--- src/rtl/fetch_control_unit.sv ---
// Fetch control FSM: branch/jump redirect, load-use stall, debug hold, saturating perf counters.
// Outputs are combinational in the current cycle; optional halt-on-all-ones opcode under FCU_HALT_EN.
module fetch_control_unit #(
  parameter int ADDR_W = 16,
  parameter int CNT_W  = 16
) (
  input  logic              clk,
  input  logic              reset,
  input  logic [31:0]       ins,
  input  logic              id_ex_memread,
  input  logic [4:0]        id_ex_rt,
  input  logic              branch_taken,
  input  logic [ADDR_W-1:0] branch_target,
  input  logic              hold_req,
  output logic              pc_mux_sel,
  output logic [ADDR_W-1:0] jmp_loc,
  output logic              stall,
  output logic              stall_pm,
  output logic              flush,
  output logic              id_bubble,
  output logic              halted,
  output logic [1:0]        state,
  output logic [CNT_W-1:0]  stall_cnt,
  output logic [CNT_W-1:0]  flush_cnt
);

  typedef enum logic [1:0] {
    RUN     = 2'b00,
    LDSTALL = 2'b01,
    HOLD    = 2'b10,
    HALT    = 2'b11
  } state_t;

  state_t cur_state, nxt_state;
  logic   hazard;
  logic   is_jump;
  logic   is_halt;

  assign hazard  = id_ex_memread && (id_ex_rt != 5'd0) &&
                   ((id_ex_rt == ins[25:21]) || (id_ex_rt == ins[20:16]));
  assign is_jump = (ins[31:26] == 6'b000010);

`ifdef FCU_HALT_EN
  assign is_halt = (ins == 32'hFFFF_FFFF);
`else
  assign is_halt = 1'b0;
`endif

  always_comb begin
    nxt_state  = cur_state;
    pc_mux_sel = 1'b0;
    jmp_loc    = '0;
    stall      = 1'b0;
    stall_pm   = 1'b0;
    flush      = 1'b0;
    id_bubble  = 1'b0;
    halted     = 1'b0;
    case (cur_state)
      RUN: begin
        if (branch_taken) begin
          pc_mux_sel = 1'b1;
          jmp_loc    = branch_target;
          flush      = 1'b1;
        end else if (hold_req) begin
          stall     = 1'b1;
          stall_pm  = 1'b1;
          nxt_state = HOLD;
        end else if (is_halt) begin
          stall     = 1'b1;
          stall_pm  = 1'b1;
          nxt_state = HALT;
        end else if (hazard) begin
          stall     = 1'b1;
          stall_pm  = 1'b1;
          id_bubble = 1'b1;
          nxt_state = LDSTALL;
        end else if (is_jump) begin
          pc_mux_sel = 1'b1;
          jmp_loc    = ins[ADDR_W-1:0];
        end
      end
      // The bubble is already in ID/EX, so hazard detection is skipped here.
      LDSTALL: begin
        nxt_state = RUN;
        if (branch_taken) begin
          pc_mux_sel = 1'b1;
          jmp_loc    = branch_target;
          flush      = 1'b1;
        end
      end
      HOLD: begin
        if (branch_taken) begin
          pc_mux_sel = 1'b1;
          jmp_loc    = branch_target;
          flush      = 1'b1;
          nxt_state  = RUN;
        end else if (hold_req) begin
          stall    = 1'b1;
          stall_pm = 1'b1;
        end else begin
          nxt_state = RUN;
        end
      end
      default: begin
`ifdef FCU_HALT_EN
        stall     = 1'b1;
        stall_pm  = 1'b1;
        halted    = 1'b1;
        nxt_state = HALT;
`else
        nxt_state = RUN;
`endif
      end
    endcase

    // Reset silences every output immediately, independent of the clock.
    if (!reset) begin
      pc_mux_sel = 1'b0;
      jmp_loc    = '0;
      stall      = 1'b0;
      stall_pm   = 1'b0;
      flush      = 1'b0;
      id_bubble  = 1'b0;
      halted     = 1'b0;
    end
  end

  always_ff @(posedge clk or negedge reset) begin
    if (!reset) begin
      cur_state <= RUN;
      stall_cnt <= '0;
      flush_cnt <= '0;
    end else begin
      cur_state <= nxt_state;
      if (stall && (stall_cnt != {CNT_W{1'b1}}))
        stall_cnt <= stall_cnt + 1'b1;
      if (flush && (flush_cnt != {CNT_W{1'b1}}))
        flush_cnt <= flush_cnt + 1'b1;
    end
  end

  assign state = cur_state;

endmodule

--- config.mk ---
export PLATFORM = sky130hd
export DESIGN_NAME = fetch_control_unit
export DESIGN_NICKNAME = d
export VERILOG_FILES = /design/src/rtl/fetch_control_unit.sv
export SDC_FILE = /design/constraint.sdc
export NUM_CORES = 1
export LEC_CHECK = 0
export ABC_AREA = 1
export CORE_MARGIN = 2
export CORE_UTILIZATION = 43
export DETAILED_ROUTE_END_ITERATION = 12
export PLACE_DENSITY = 0.82
export REMOVE_ABC_BUFFERS = 1
export SKIP_LAST_GASP = 1
export SYNTH_ARGS = -nofsm -noshare
export SYNTH_HDL_FRONTEND = slang
export SYNTH_SLANG_ARGS = --single-unit
--- constraint.sdc ---
create_clock -name clk -period 2.24 [get_ports clk]
set_input_delay 0.448 -clock clk [delete_from_list [all_inputs] [get_ports clk]]
set_output_delay 0.448 -clock clk [all_outputs]
set_load 0.02 [all_outputs]
==> results.py <==
metrics = {
    "placed_design": {
        "gp_congestion": 0.932,
        "hpwl_microns": 5530,
        "placed_area_sq_um": 3930,
        "port_buffers": 112,
    },
    "logic_synthesis": {
        "synth_ff_type": "dfrtp_1",
        "synthArstFlopShare_pct": 100,
        "netlist_area_sq_um": 2580,
        "synth.top_cells.by_count": "nand2_1, inv_1, dfrtp_1",
        "synth_edf_count": 0,
        "ys_seq_elements": 34,
        "synth_cells": 356,
        "yosysUniqueCellTypes": 36,
        "yosysMostFrequentCell": "nand2_1",
        "yosysTopAreaCell": "dfrtp_1",
        "syn_area_per_cell_sq_um": 7.24,
        "yosysWarningCount": 0,
        "yosysSeqAreaShare_pct": 33.0,
        "synth_top_area_share_pct": 33.0,
        "synthTopCellsByArea": "dfrtp_1, nand2_1, inv_1",
    },
    "routing": {
        "wirelength_microns": 7920,
        "remaining_drc_errors": 0,
        "drt-initial-drc-count": 186,
        "antenna_left": 0,
        "wl_per_cell_microns": 13.9,
        "num_vias": 2864,
        "viasPerCell": 5.04,
        "dr.pass1.iters": 4,
    },
    "setup_path": {
        "start_kind": "input port",
        "worstSetupPathType": "in -> out",
        "cp_max_fo": 16,
        "slowest_stage": "clkdlybuf4s50_1",
        "ff2ff_setup_slack_ps": 380,
        "crit_required_ps": 1790,
        "rr_startpoint": "stall_cnt[0]",
        "critPathMaxStageDelay_ps": 520,
        "reg2reg_depth": 7,
        "worst_ep_arrival_time_ps": 1780,
        "crit_chain": "clkdlybuf4s50_1, inv_2, nor2_4, o21ai_1, buf_12, o22ai_4, buf_6",
        "rr_endpoint": "stall_cnt[2]",
        "critPathCaptureType": "output pin",
    },
    "clock_network": {
        "ctsHtreeMaxLevel": 2,
        "cts_tree": "yes",
        "cts_buffer_depth": 2,
        "cts_buffers": 5,
        "clock_latency_ps": 290,
        "root_buffer": "clkbuf_8",
        "cts.clk_slew.worst_paths_ps": 80,
        "cts.sinks": 34,
    },
    "worst_hold_path": {
        "hp-class": "in -> async",
    },
    "timing": {
        "min_period_ps": 2230,
        "setup_viol": 0,
        "timing.fmax_ghz": 0.449,
        "hold_viol": 0,
        "drv_slew": 0,
        "relSlewSlack_pct": 58.9,
        "worst_slew_pin_slew_ps": 616,
        "hold_ws_ps": 296,
        "fin_worst_skew_ps": 11.6,
        "fin_crit_sh_pct": 99.4,
        "rsz0062_at_grt": "true",
    },
    "floorplan": {
        "die_h_microns": 81.4,
        "rows": 28,
        "pin_count": 114,
        "die_width_microns": 81.4,
        "start_util_pct": 44.1,
        "fp.coreArea_sq_um": 5850,
        "die-area_sq_um": 6630,
    },
    "layout": {
        "diodes": 0,
        "n_fill_cell": 454,
        "area_growth_syn_to_layout_pct": 63.0,
        "drive_above_1_share_pct": 24.3,
        "postLayoutCellArea_sq_um": 4200,
        "final_nets": 555,
        "register_area_sq_um": 851,
        "multiInputGateArea_sq_um": 1620,
    },
    "global_route": {
        "overflow": 0,
        "grt_max_degree": 53,
        "grt_pass1_wl_microns": 12200,
        "grt_pass1_vias": 2687,
        "antenna_found_initial": 0,
        "grt.total_usage_pct": 23.2,
    },
    "power": {
        "p_leak_nw": 2.05,
        "total_power_mw": 2.72,
        "vdd.ir_drop.worst_mv": 0.924,
        "powerDensity_nw_per_um2": 646,
    },
    "flow_run": {
        "maxCapViolCount": 0,
    },
    "status": {
        "status": "complete, no violations",
    },
}
cell type report:
class	instances	area share (%)
Clock buffer	7	2.05
Clock inverter	1	0.119
Inverter	56	5.12
Multi-Input combinational cell	254	38.5
Sequential cell	34	20.2
Tap cell	75	2.23
Timing Repair Buffer	141	31.8
per-layer routing:
metal  global-route usage, %  vias up  wire (microns)
li1                        -     1414               -
met1                    29.7     1331            3360
met2                    39.4       92            3940
met3                    4.29       27             363
met4                    7.63        0             258
met5                       0        -               0
worst max-delay path by stage:
stage | from | endpoint | slack, ps | depth (start not counted)
2_1_floorplan | state[0] | jmp_loc[0] | -10 | 6
3_5_place_dp | id_ex_rt[1] | jmp_loc[8] | -910 | 12
3_3_place_gp | id_ex_rt[3] | jmp_loc[2] | -860 | 12
6_report | branch_taken | jmp_loc[8] | 10 | 7
5_1_grt | id_ex_rt[1] | jmp_loc[10] | -70 | 12
4_1_cts | id_ex_rt[2] | jmp_loc[8] | 6 | 12
cell usage in the layout, fill, tap and decap left out, types with 4 or more instances in the layout:
cell type        synthesis  routed
xnor2_1                 12      12
nor2_4                   3       4
nand3_1                 15      15
inv_2                    5       7
dfrtp_1                 34      34
clkbuf_2                 0       4
o22ai_2                  0       7
buf_2                    2      11
nand4_1                 22      22
nand2_1                104     104
clkdlybuf4s50_1          0      68
inv_1                   51      47
nor3_1                   4       4
xor2_1                  18      18
buf_4                    4      28
o22ai_4                  0       8
nor2_1                  25      24
buf_6                    3      19
clkbuf_8                 0       6
where the power goes:
group | total [mW] | internal, mW | switching [mW]
logic | 1.36 | 0.662 | 0.693
registers | 0.885 | 0.727 | 0.158
clock network | 0.476 | 0.248 | 0.228
total | 2.72 | 1.64 | 1.08
stage by stage:
| step | std cells | util (%) | setup WS [ps] | TNS, ps |
|---|---|---|---|---|
| floorplan | 344 | - | -12.9 | -204 |
| global placement | 558 | 67.2 | -861 | -18130 |
| detailed placement | 558 | 67.2 | -912 | -19160 |
| CTS | 567 | 70.2 | 6.49 | 0 |
| global route | 568 | 71.8 | -73.0 | -725 |
| finish | 568 | 71.8 | 12.6 | 0 |
sequential cells by signal, summed over array words and instances, names as in the netlist:
signal / cells
flush_cnt: 16
stall_cnt: 16
state: 2
worst max-delay path: cells and delay by family:
kind,cells,cell delay (ps)
compound gates,2,270
buf+inv,4,950
simple gates,1,110
cells by family after synthesis:
| family | after synthesis | synth area share (%) |
|---|---|---|
| buffers and inverters | 68 | 11.5 |
| DFF | 34 | 33.0 |
| adders and majority gates | 5 | 2.43 |
| xor gates and xnor gates | 30 | 10.2 |
| other | 1 | 0.145 |
| and+or+nand+nor | 192 | 36.5 |
| muxes | 1 | 0.437 |
| AOI/OAI and AO/OA | 25 | 5.87 |
what timing repair did:
action / CTS / global route
hold buffers: 0 / 0
setup endpoints to repair: 21 / 18
pin swaps: 26 / 14
resized for setup: 196 / 34
gates cloned: 1 / 0
buffers inserted: 0 / 1
No activity file was read; power rests on OpenSTA's default activity.
